--- src/rtl/axis_rr_arb_pkg.sv ---
// +-----------------------------------------------------------------------------+
// | Module   : axis_arb_pkg                                                     |
// | Brief    : Shared types and helpers for the axis_rr_arb stream arbiter.     |
// | Revision : 1.0                                                             |
// +-----------------------------------------------------------------------------+
`default_nettype none

package axis_arb_pkg;

  typedef enum logic [0:0] {
    ST_IDLE = 1'b0,
    ST_LOCK = 1'b1
  } arb_state_t;

  // Index width for N sources; a single source still gets a 1-bit index.
  function automatic int calc_idw(input int n);
    return (n > 1) ? $clog2(n) : 1;
  endfunction

endpackage

`default_nettype wire

--- src/rtl/axis_rr_arb_rr_pick.sv ---
// +-----------------------------------------------------------------------------+
// | Module   : rr_pick                                                          |
// | Brief    : Combinational round-robin picker: rotate, priority-encode,      |
// |            rotate back. Returns one-hot grant, its index and any-request.   |
// | Revision : 1.0                                                             |
// +-----------------------------------------------------------------------------+
`default_nettype none

module rr_pick
  import axis_arb_pkg::*;
#(
  parameter int  N   = 4,
  localparam int IDW = calc_idw(N)
) (
  input  logic [N-1:0]   req,
  input  logic [IDW-1:0] ptr,
  output logic [N-1:0]   gnt,
  output logic [IDW-1:0] gidx,
  output logic           any
);

  logic [N-1:0]   w_req_rot;
  logic [IDW-1:0] w_rot_idx;

  always_comb begin
    w_req_rot = '0;
    for (int p = 0; p < N; p++) begin
      if (ptr == IDW'(p)) begin
        for (int i = 0; i < N; i++) begin
          w_req_rot[i] = req[(i + p) % N];
        end
      end
    end

    // Lowest rotated position wins, i.e. the first requester at or above ptr.
    w_rot_idx = '0;
    for (int i = N - 1; i >= 0; i--) begin
      if (w_req_rot[i]) begin
        w_rot_idx = IDW'(i);
      end
    end
    any = |w_req_rot;

    gnt  = '0;
    gidx = '0;
    for (int p = 0; p < N; p++) begin
      if (ptr == IDW'(p)) begin
        for (int i = 0; i < N; i++) begin
          if (any && (w_rot_idx == IDW'(i))) begin
            gnt[(i + p) % N] = 1'b1;
            gidx             = IDW'((i + p) % N);
          end
        end
      end
    end
  end

endmodule

`default_nettype wire

--- src/rtl/axis_rr_arb.sv ---
// +-----------------------------------------------------------------------------+
// | Module   : axis_rr_arb                                                      |
// | Brief    : Packet-granular round-robin merge of N AXI-stream inputs onto  |
// |            one registered output. Define AXIS_RR_ARB_TID_EN for m_axis_tid.|
// | Revision : 1.0                                                             |
// +-----------------------------------------------------------------------------+
`default_nettype none

module axis_rr_arb
  import axis_arb_pkg::*;
#(
  parameter int  N     = 4,
  parameter int  WIDTH = 32,
  localparam int IDW   = calc_idw(N)
) (
  input  logic                 clk,
  input  logic                 rst,
  input  logic [N*WIDTH-1:0]   s_axis_tdata,
  input  logic [N-1:0]         s_axis_tvalid,
  output logic [N-1:0]         s_axis_tready,
  input  logic [N-1:0]         s_axis_tlast,
  output logic [WIDTH-1:0]     m_axis_tdata,
  output logic                 m_axis_tvalid,
  input  logic                 m_axis_tready,
  output logic                 m_axis_tlast,
`ifdef AXIS_RR_ARB_TID_EN
  output logic [IDW-1:0]       m_axis_tid,
`endif
  output logic [N-1:0]         grant
);

  arb_state_t       state_q, state_d;
  logic [IDW-1:0]   ptr_q, ptr_d;
  logic [N-1:0]     grant_q, grant_d;
  logic [IDW-1:0]   gidx_q, gidx_d;
  logic             m_valid_q, m_valid_d;
  logic             m_last_q, m_last_d;
  logic [WIDTH-1:0] m_data_q, m_data_d;
`ifdef AXIS_RR_ARB_TID_EN
  logic [IDW-1:0]   m_tid_q, m_tid_d;
`endif

  logic [N-1:0]     w_pick_gnt;
  logic [IDW-1:0]   w_pick_idx;
  logic             w_pick_any;
  logic [N-1:0]     w_ready;
  logic             w_accept;
  logic [WIDTH-1:0] w_sel_data;
  logic             w_sel_last;

  rr_pick #(
    .N (N)
  ) u_pick (
    .req  (s_axis_tvalid),
    .ptr  (ptr_q),
    .gnt  (w_pick_gnt),
    .gidx (w_pick_idx),
    .any  (w_pick_any)
  );

  // grant_q is one-hot on the locked input, so it doubles as the ready mask.
  always_comb begin
    w_ready = '0;
    if ((state_q == ST_LOCK) && (!m_valid_q || m_axis_tready)) begin
      w_ready = grant_q;
    end
    w_accept = |(s_axis_tvalid & w_ready);
  end

  always_comb begin
    w_sel_data = '0;
    w_sel_last = 1'b0;
    for (int i = 0; i < N; i++) begin
      if (grant_q[i]) begin
        w_sel_data = s_axis_tdata[i*WIDTH +: WIDTH];
        w_sel_last = s_axis_tlast[i];
      end
    end
  end

  always_comb begin
    state_d = state_q;
    ptr_d   = ptr_q;
    grant_d = grant_q;
    gidx_d  = gidx_q;
    case (state_q)
      ST_IDLE: begin
        if (w_pick_any) begin
          state_d = ST_LOCK;
          grant_d = w_pick_gnt;
          gidx_d  = w_pick_idx;
        end
      end
      ST_LOCK: begin
        if (w_accept && w_sel_last) begin
          state_d = ST_IDLE;
          grant_d = '0;
          ptr_d   = (gidx_q == IDW'(N - 1)) ? '0 : gidx_q + 1'b1;
        end
      end
      default: begin
        state_d = ST_IDLE;
        grant_d = '0;
      end
    endcase
  end

  // A fresh beat takes priority over draining, keeping tvalid high back-to-back.
  always_comb begin
    m_valid_d = m_valid_q;
    m_last_d  = m_last_q;
    m_data_d  = m_data_q;
`ifdef AXIS_RR_ARB_TID_EN
    m_tid_d   = m_tid_q;
`endif
    if (w_accept) begin
      m_valid_d = 1'b1;
      m_last_d  = w_sel_last;
      m_data_d  = w_sel_data;
`ifdef AXIS_RR_ARB_TID_EN
      m_tid_d   = gidx_q;
`endif
    end else if (m_valid_q && m_axis_tready) begin
      m_valid_d = 1'b0;
    end
  end

  always_ff @(posedge clk) begin
    if (rst) begin
      state_q   <= ST_IDLE;
      ptr_q     <= '0;
      grant_q   <= '0;
      gidx_q    <= '0;
      m_valid_q <= 1'b0;
      m_last_q  <= 1'b0;
      m_data_q  <= '0;
`ifdef AXIS_RR_ARB_TID_EN
      m_tid_q   <= '0;
`endif
    end else begin
      state_q   <= state_d;
      ptr_q     <= ptr_d;
      grant_q   <= grant_d;
      gidx_q    <= gidx_d;
      m_valid_q <= m_valid_d;
      m_last_q  <= m_last_d;
      m_data_q  <= m_data_d;
`ifdef AXIS_RR_ARB_TID_EN
      m_tid_q   <= m_tid_d;
`endif
    end
  end

  assign s_axis_tready = w_ready;
  assign m_axis_tdata  = m_data_q;
  assign m_axis_tvalid = m_valid_q;
  assign m_axis_tlast  = m_last_q;
  assign grant         = grant_q;
`ifdef AXIS_RR_ARB_TID_EN
  assign m_axis_tid    = m_tid_q;
`endif

endmodule

`default_nettype wire
--- config.mk ---
export PLATFORM = sky130hd
export DESIGN_NAME = axis_rr_arb
export DESIGN_NICKNAME = d
export VERILOG_FILES = /design/src/rtl/axis_rr_arb_pkg.sv /design/src/rtl/axis_rr_arb_rr_pick.sv /design/src/rtl/axis_rr_arb.sv
export SDC_FILE = /design/constraint.sdc
export NUM_CORES = 1
export LEC_CHECK = 0
export CORE_ASPECT_RATIO = 2
export CORE_MARGIN = 2
export CORE_UTILIZATION = 33
export CTS_BUF_LIST = sky130_fd_sc_hd__clkbuf_16
export DETAILED_ROUTE_END_ITERATION = 8
export GPL_ROUTABILITY_DRIVEN = 1
export PLACE_DENSITY_LB_ADDON = 0.05
export SYNTH_ARGS = -nofsm -noshare
export SYNTH_HDL_FRONTEND = slang
export SYNTH_HIERARCHICAL = 1
export SYNTH_SLANG_ARGS = --single-unit
--- constraint.sdc ---
create_clock -name clk -period 1.5 [get_ports clk]
set_clock_uncertainty 0.2 [all_clocks]
set_input_delay 0.3 -clock clk [delete_from_list [all_inputs] [get_ports clk]]
set_output_delay 0.3 -clock clk [all_outputs]
set_load 0.01 [all_outputs]
==> results.md, run 1 <==
- Status: finished with violations
- Failing checks: setup timing
- Total grt overflow: 0
- FFs w/ async S/R, synth: 0
- Pwr dens: 688.5 nW/um^2
- Port buffer count: 180
- CTS Buf Count: 5
- Synthesized area per cell: 7.815 sq um
- Post-route minimum period: 1.734 ns
- Synth Instances: 354
- VDD IR max: 0.0007051 V
- Worst EP arrival: 1.71 ns
- CP required: 1.47 ns
- Register area share after synthesis: 0.3112
- Clock-pin slew on the worst setup and hold paths: 0.06 ns
- Netlist cell types: 43
- Nets: 700
- Share of cells above drive strength 1: 0.2727
- H-tree levels: 2
- Post-route ant nets: 0
- Core area: 8233 sq um
- Fin. Hold Viols: 0
- Final WS setup: -0.2343 ns
- GRT Overall Usage: 0.2473
- Yosys Warn Count: 6
- Placed wire-length estimate: 8.101 mm
- Placer Congestion: 0.8058
- Via Count: 3556
- Maximum clock frequency: 576.6 MHz
- Final setup violation count: 43
- CTS root buffer: clkbuf_16
- Critical-path top delay cell: clkdlybuf4s50_1
- Drt via density: 5.396
- Initial antenna violation count: 0
- Placed cell area: 4868 sq um
- Drt drc: 0
- First-pass GRT wire length: 16.97 mm
- TritonCTS clock tree: yes
- Die Wd: 68.74 um
- I/O pin total: 181
- Initial Util: 0.3360
- Crit Path Max Fanout: 2
- Die area: 9175 sq um
- Crit path max-delay family: buffers and inverters
- Maximum buffer depth of the clock tree: 2
- CP Launch Type: primary input
- Slew HR: 0.6906
- Synth Net Count: 494
- Post-route cell area: 5577 sq um
- Area growth from synthesis to layout: 101.6%
- Vias in the first global route: 3528
- Diodes inserted: 0
- FP Rows: 47
- Critical Path Sink Type: register
- Static Leak: 2.391 nW
- Die Span Y: 133.5 um
- Dpl ws: -0.6765 ns
- Synth Cell Area: 2766 sq um
- Actual slew at the worst max-slew pin: 0.4641 ns
- Crit share post-route: 1.156
- DRT Wirelength: 11.40 mm
- Total Power: 3.839 mW
- Setup CP Type: in2reg
- Routed wire per std cell: 17.31 um
- Highest cell delay on the worst timing path: 0.52 ns
- Unrepaired setup endpoints after global routing: true
- DRT Pass-1 Iters: 4
- Post-synth EDFFs: 0
- Clk Latency, worst-skew pair: 0.29 ns
- Clock sinks: 43
- Iter 0 DRT Violations: 120
- Yosys reg bits: 43
- Final Max Tran Viols: 0
- Top FF cell, synth: dfxtp_1
- Max_cap viols: 0
- Critical Path, Cell by Cell: clkdlybuf4s50_1, nor2b_4, o21a_1, nor3_4, mux2_4
- Tightest Hold Check Type: reg2reg
- WP buf/inv: 1
- Largest net degree at the start of global routing: 40
registers in the layout, indices dropped and copies added, names as in the netlist:
| name | count |
|---|---|
| m_axis_tdata | 32 |
| grant | 4 |
| gidx_q | 2 |
| ptr_q | 2 |
| m_axis_tlast | 1 |
| m_axis_tvalid | 1 |
| state_q | 1 |
synth_stat cells (2+ instances only):
| master | count | area share |
|---|---|---|
| dfxtp_1 | 43 | 0.31 |
| nand2_1 | 37 | 0.050 |
| inv_1 | 35 | 0.047 |
| a211o_1 | 32 | 0.10 |
| a221oi_1 | 32 | 0.10 |
| a31oi_1 | 32 | 0.072 |
| o21ai_0 | 26 | 0.047 |
| clkbuf_1 | 19 | 0.026 |
| o21ai_1 | 11 | 0.020 |
| nor2_1 | 9 | 0.012 |
| buf_6 | 8 | 0.033 |
| a21oi_1 | 7 | 0.013 |
| buf_2 | 7 | 0.013 |
| and3_1 | 5 | 0.011 |
| buf_4 | 4 | 0.011 |
| nand2b_1 | 4 | 0.0090 |
| nand3_1 | 4 | 0.0072 |
| nor2b_1 | 4 | 0.0090 |
| nor3_1 | 4 | 0.0072 |
| a22o_1 | 2 | 0.0063 |
| a41o_1 | 2 | 0.0072 |
| mux2i_1 | 2 | 0.0072 |
| nor3b_1 | 2 | 0.0054 |
| o211a_1 | 2 | 0.0072 |
| o21a_1 | 2 | 0.0054 |
| o32ai_1 | 2 | 0.0063 |
cell usage in the layout (no fill, tap or decap), types with 11 or more instances in the layout:
cell,count
buf_6,12
o21ai_2,23
a211o_1,32
o21ai_1,11
dlygate4sd2_1,38
inv_1,36
clkdlybuf4s50_1,133
dfxtp_1,35
a221oi_1,13
nand2_1,35
a31oi_1,32
a221oi_2,19
buf_4,40
final cells by class:
class                           count  area (sq um)
Timing Repair Buffer              239          2355
Inverter                           36         135.1
Tap cell                           98         122.6
Fill cell                         696          2656
Clock inverter                      3         63.81
Clock buffer                        5         125.1
Sequential cell                    43         880.8
Multi-Input combinational cell    235          1894
kinds of logic (layout without fill, tap and decap cells):
| logic type | after synthesis | in the layout | synth area share |
|---|---|---|---|
| simple gates | 74 | 74 | 0.1298 |
| mux | 3 | 3 | 0.01131 |
| fa+ha+maj | 1 | 1 | 0.004522 |
| buf+inv | 76 | 283 | 0.1339 |
| flops | 43 | 43 | 0.3112 |
| compound gates | 157 | 157 | 0.4093 |
worst reg2reg max path: cells and delay by family, from the launching register on:
family        cells  cell delay [ns]
mux               1             0.32
flops             1             0.35
buf+inv           1             0.13
simple gates      3             0.61
metrics by stage:
stage / instances / setup TNS, ns / hold slack [ns] / utilization
3_3_place_gp: 634 / -28.09 / 0.2452 / 0.5913
4_1_cts: 658 / -6.790 / 0.2687 / 0.6552
6_report: 659 / -6.713 / 0.2653 / 0.6774
5_1_grt: 659 / -8.769 / 0.2896 / 0.6774
2_1_floorplan: 354 / -2.811 / 0.2608 / -
3_5_place_dp: 634 / -28.95 / 0.2549 / 0.5913
path summary, 6_finish.rpt:
check,to,cells past startpoint,slack (ns),from
min,m_axis_tlast,2,0.27,m_axis_tlast
max reg2reg,ptr_q[0],5,-0.23,grant[1]
min reg2reg,m_axis_tlast,2,0.27,m_axis_tlast
max,ptr_q[0],5,-0.23,s_axis_tlast[2]
routing by layer:
metal  part of all wire  up-vias  routed length, um  global-route usage
met5                  0        -                  0                   0
met4              0.043        0                485              0.1144
met3              0.044       27                504             0.04139
met2               0.57      122               6555              0.4690
met1               0.34     1667               3858              0.2423
li1                   -     1740                  -                   -
repair_timing:
action                                  in CTS  in global routing
endpoints found under the setup margin      85                 48
gates cloned                                 2                  1
gates resized for setup                    135                 53
buffers inserted                            15                  6
pin swaps                                   38                 33
hold buffers                                 0                  0
power breakdown:
part / total [mW] / switching [mW] / internal (mW)
combinational: 1.17 / 0.450 / 0.720
sequential: 1.25 / 0.0482 / 1.20
clock: 1.42 / 0.471 / 0.949
(Power assumes the default switching activity.)
==> run 2, diff against run 1 <==
- ABC_AREA: unset -> 1
- CORE_MARGIN: 2 -> 1.5
- CORE_UTILIZATION: 33 -> 36
==> results.md, run 2 <==
- Count leader, synth: nand2_1
- Tightest Hold Check Type: reg2reg
- Synth Net Count: 605
- CTS Buf Count: 5
- First-pass GRT wire length: 22.09 mm
- Placer Congestion: 0.9513
- Total negative slack: -7.816 ns
- Dpl cells: 764
- CTS root buffer: clkbuf_16
- Final cell count without fillers: 797
- Crit share post-route: 1.256
- Pwr dens: 611.8 nW/um^2
- Fin. Hold Viols: 0
- Via Count: 4190
- Hold slack: 0.2854 ns
- DRT Pass-1 Iters: 4
- Vias in the first global route: 4318
- Final Max Tran Viols: 0
- Routed wire per std cell: 18.26 um
- Drt drc: 0
- Post-route minimum period: 1.884 ns
- Initial Util: 0.3715
- Iter 0 DRT Violations: 115
- Cts hold-fix bufs: 0
- Post-synth EDFFs: 0
- Setup CP Type: reg2reg
- Nets: 834
- Die Wd: 71.20 um
- Register area share after synthesis: 0.2571
- Worst r2r src: ptr_q[0]
- Largest net degree at the start of global routing: 42
- Die Span Y: 139.4 um
- Diodes inserted: 0
- Port buffer count: 180
- Hold path depth: 2
- Top FF cell, synth: dfxtp_1
- Initial antenna violation count: 0
- Synth top cells by count: nand2_1, a21oi_1, dfxtp_1, o21ai_1
- CP required: 1.53 ns
- Post-route ant nets: 0
- Worst r2r dst: gidx_q[1]
- Crit Path Max Fanout: 10
- Total grt overflow: 0
- Static Leak: 2.732 nW
- VDD IR max: 0.0005016 V
- Hold wc startpoint: m_axis_tlast
- Synthesized area per cell: 7.200 sq um
- Worst EP arrival: 1.91 ns
- I/O pin total: 181
- CP Launch Type: register
- Max reg flops: 32
- Failing checks: setup timing
- Area growth from synthesis to layout: 88.42%
- Netlist cell types: 36
- Final setup violation count: 47
- Core area: 9012 sq um
- Placed wire-length estimate: 11.34 mm
- Final WS setup: -0.3839 ns
- Hold endpoint: m_axis_tlast
- Yosys Warn Count: 6
- Synth Cell Area: 3348 sq um
- Setup slack, reg-to-reg: -0.38 ns
- Clk Latency, worst-skew pair: 0.29 ns
- Die area: 9924 sq um
- Actual slew at the worst max-slew pin: 0.3637 ns
- TritonCTS clock tree: yes
- Worst R2R Path Depth: 11
- Most frequent cells in the layout: clkdlybuf4s50_1, nand2_1, a21oi_2, a21oi_1, buf_4
- FFs w/ async S/R, synth: 0
- Maximum clock frequency: 530.8 MHz
- Max_cap viols: 0
- FP Rows: 49
- Clock sinks: 43
- Share of cells above drive strength 1: 0.3597
- Top cells by area, synth: dfxtp_1, nand2_1, a21oi_1
- Synth top area share: 0.2571
- Synth Instances: 465
- Yosys reg bits: 43
- Unrepaired setup endpoints after global routing: true
- Area leader, netlist: dfxtp_1
- H-tree levels: 2
- DRT Wirelength: 14.56 mm
- GRT Overall Usage: 0.2900
- Commonest non-fill, non-tap cell in the layout: clkdlybuf4s50_1
- Maximum buffer depth of the clock tree: 2
- Critical Path Sink Type: register
- Status: finished with violations
- Slew HR: 0.7550
- Clock-pin slew on the worst setup and hold paths: 0.07 ns
- Drt via density: 5.257
[run 2: layer usage]
layer / track usage / part of all wire / vias up
met5: 0 / 0 / -
met1: 0.2481 / 0.30 / 1946
met3: 0.04490 / 0.047 / 38
li1: - / - / 2048
met4: 0.1221 / 0.037 / 0
met2: 0.6096 / 0.61 / 158
[run 2: through the flow]
step | utilization | instance area, sq um | worst slack (ns) | power [mW]
detailed placement | 0.6178 | 5568 | -0.6995 | 2.592
CTS | 0.6735 | 6070 | -0.3679 | 3.805
floorplan | - | 3382 | -0.2113 | 1.873
global placement | 0.6178 | 5568 | -0.6854 | 2.577
global route | 0.7000 | 6309 | -0.4860 | 4.050
finish | 0.7000 | 6309 | -0.3839 | 3.859
[run 2: logic make-up after synthesis]
kind of cell | Yosys count | share of synthesized area
adder cells (fa/ha/maj) | 1 | 0.003736
buffers and inverters | 55 | 0.1106
flip-flops | 43 | 0.2571
AO/OA/AOI/OAI | 183 | 0.3610
AND/OR/NAND/NOR | 183 | 0.2676
[run 2: area by class of cell]
class,count,area [sq um]
clock buffer,5,125.1
timing repair inverter,1,11.26
clock inverter,3,23.77
fill,783,2704
timing repair buffer,254,2590
sequential,43,877.1
tap,102,127.6
multi-input combinational,367,2451
inverter,22,102.6
[run 2: power breakdown]
group          internal (mW)  switching, mW  leakage [nW]
clock                  0.623          0.498        0.0664
sequential              1.21         0.0640         0.354
combinational          0.793          0.673          2.31
total                   2.62           1.23          2.73
[run 2: repair_timing]
action / 4_1_cts / 5_1_grt
pin swaps: 30 / 23
hold endpoints to repair: 0 / 0
resized for setup: 135 / 61
cloned: 4 / 1
setup endpoints to repair: 85 / 52
setup buffers: 16 / 8
[run 2: worst max-delay path: stages, from the launching register on]
cell,delay (ns)
dfxtp_2,0.33
buf_12,0.14
nand2_4,0.09
inv_4,0.05
nand2_2,0.06
a21boi_4,0.34
nand4_1,0.24
nand2_1,0.12
inv_1,0.05
nand2_2,0.06
nor2_1,0.04
nor2_1,0.09
[run 2: worst max-delay path by stage]
stage                      from  cells after the start        end  slack, ns
2_1_floorplan          ptr_q[1]                     13   grant[1]      -0.21
3_3_place_gp   s_axis_tvalid[2]                     11  gidx_q[1]      -0.69
3_5_place_dp   s_axis_tvalid[2]                     11   grant[0]      -0.70
4_1_cts                ptr_q[1]                     12   grant[0]      -0.37
5_1_grt                ptr_q[0]                     11   grant[3]      -0.49
6_report               ptr_q[0]                     11  gidx_q[1]      -0.38
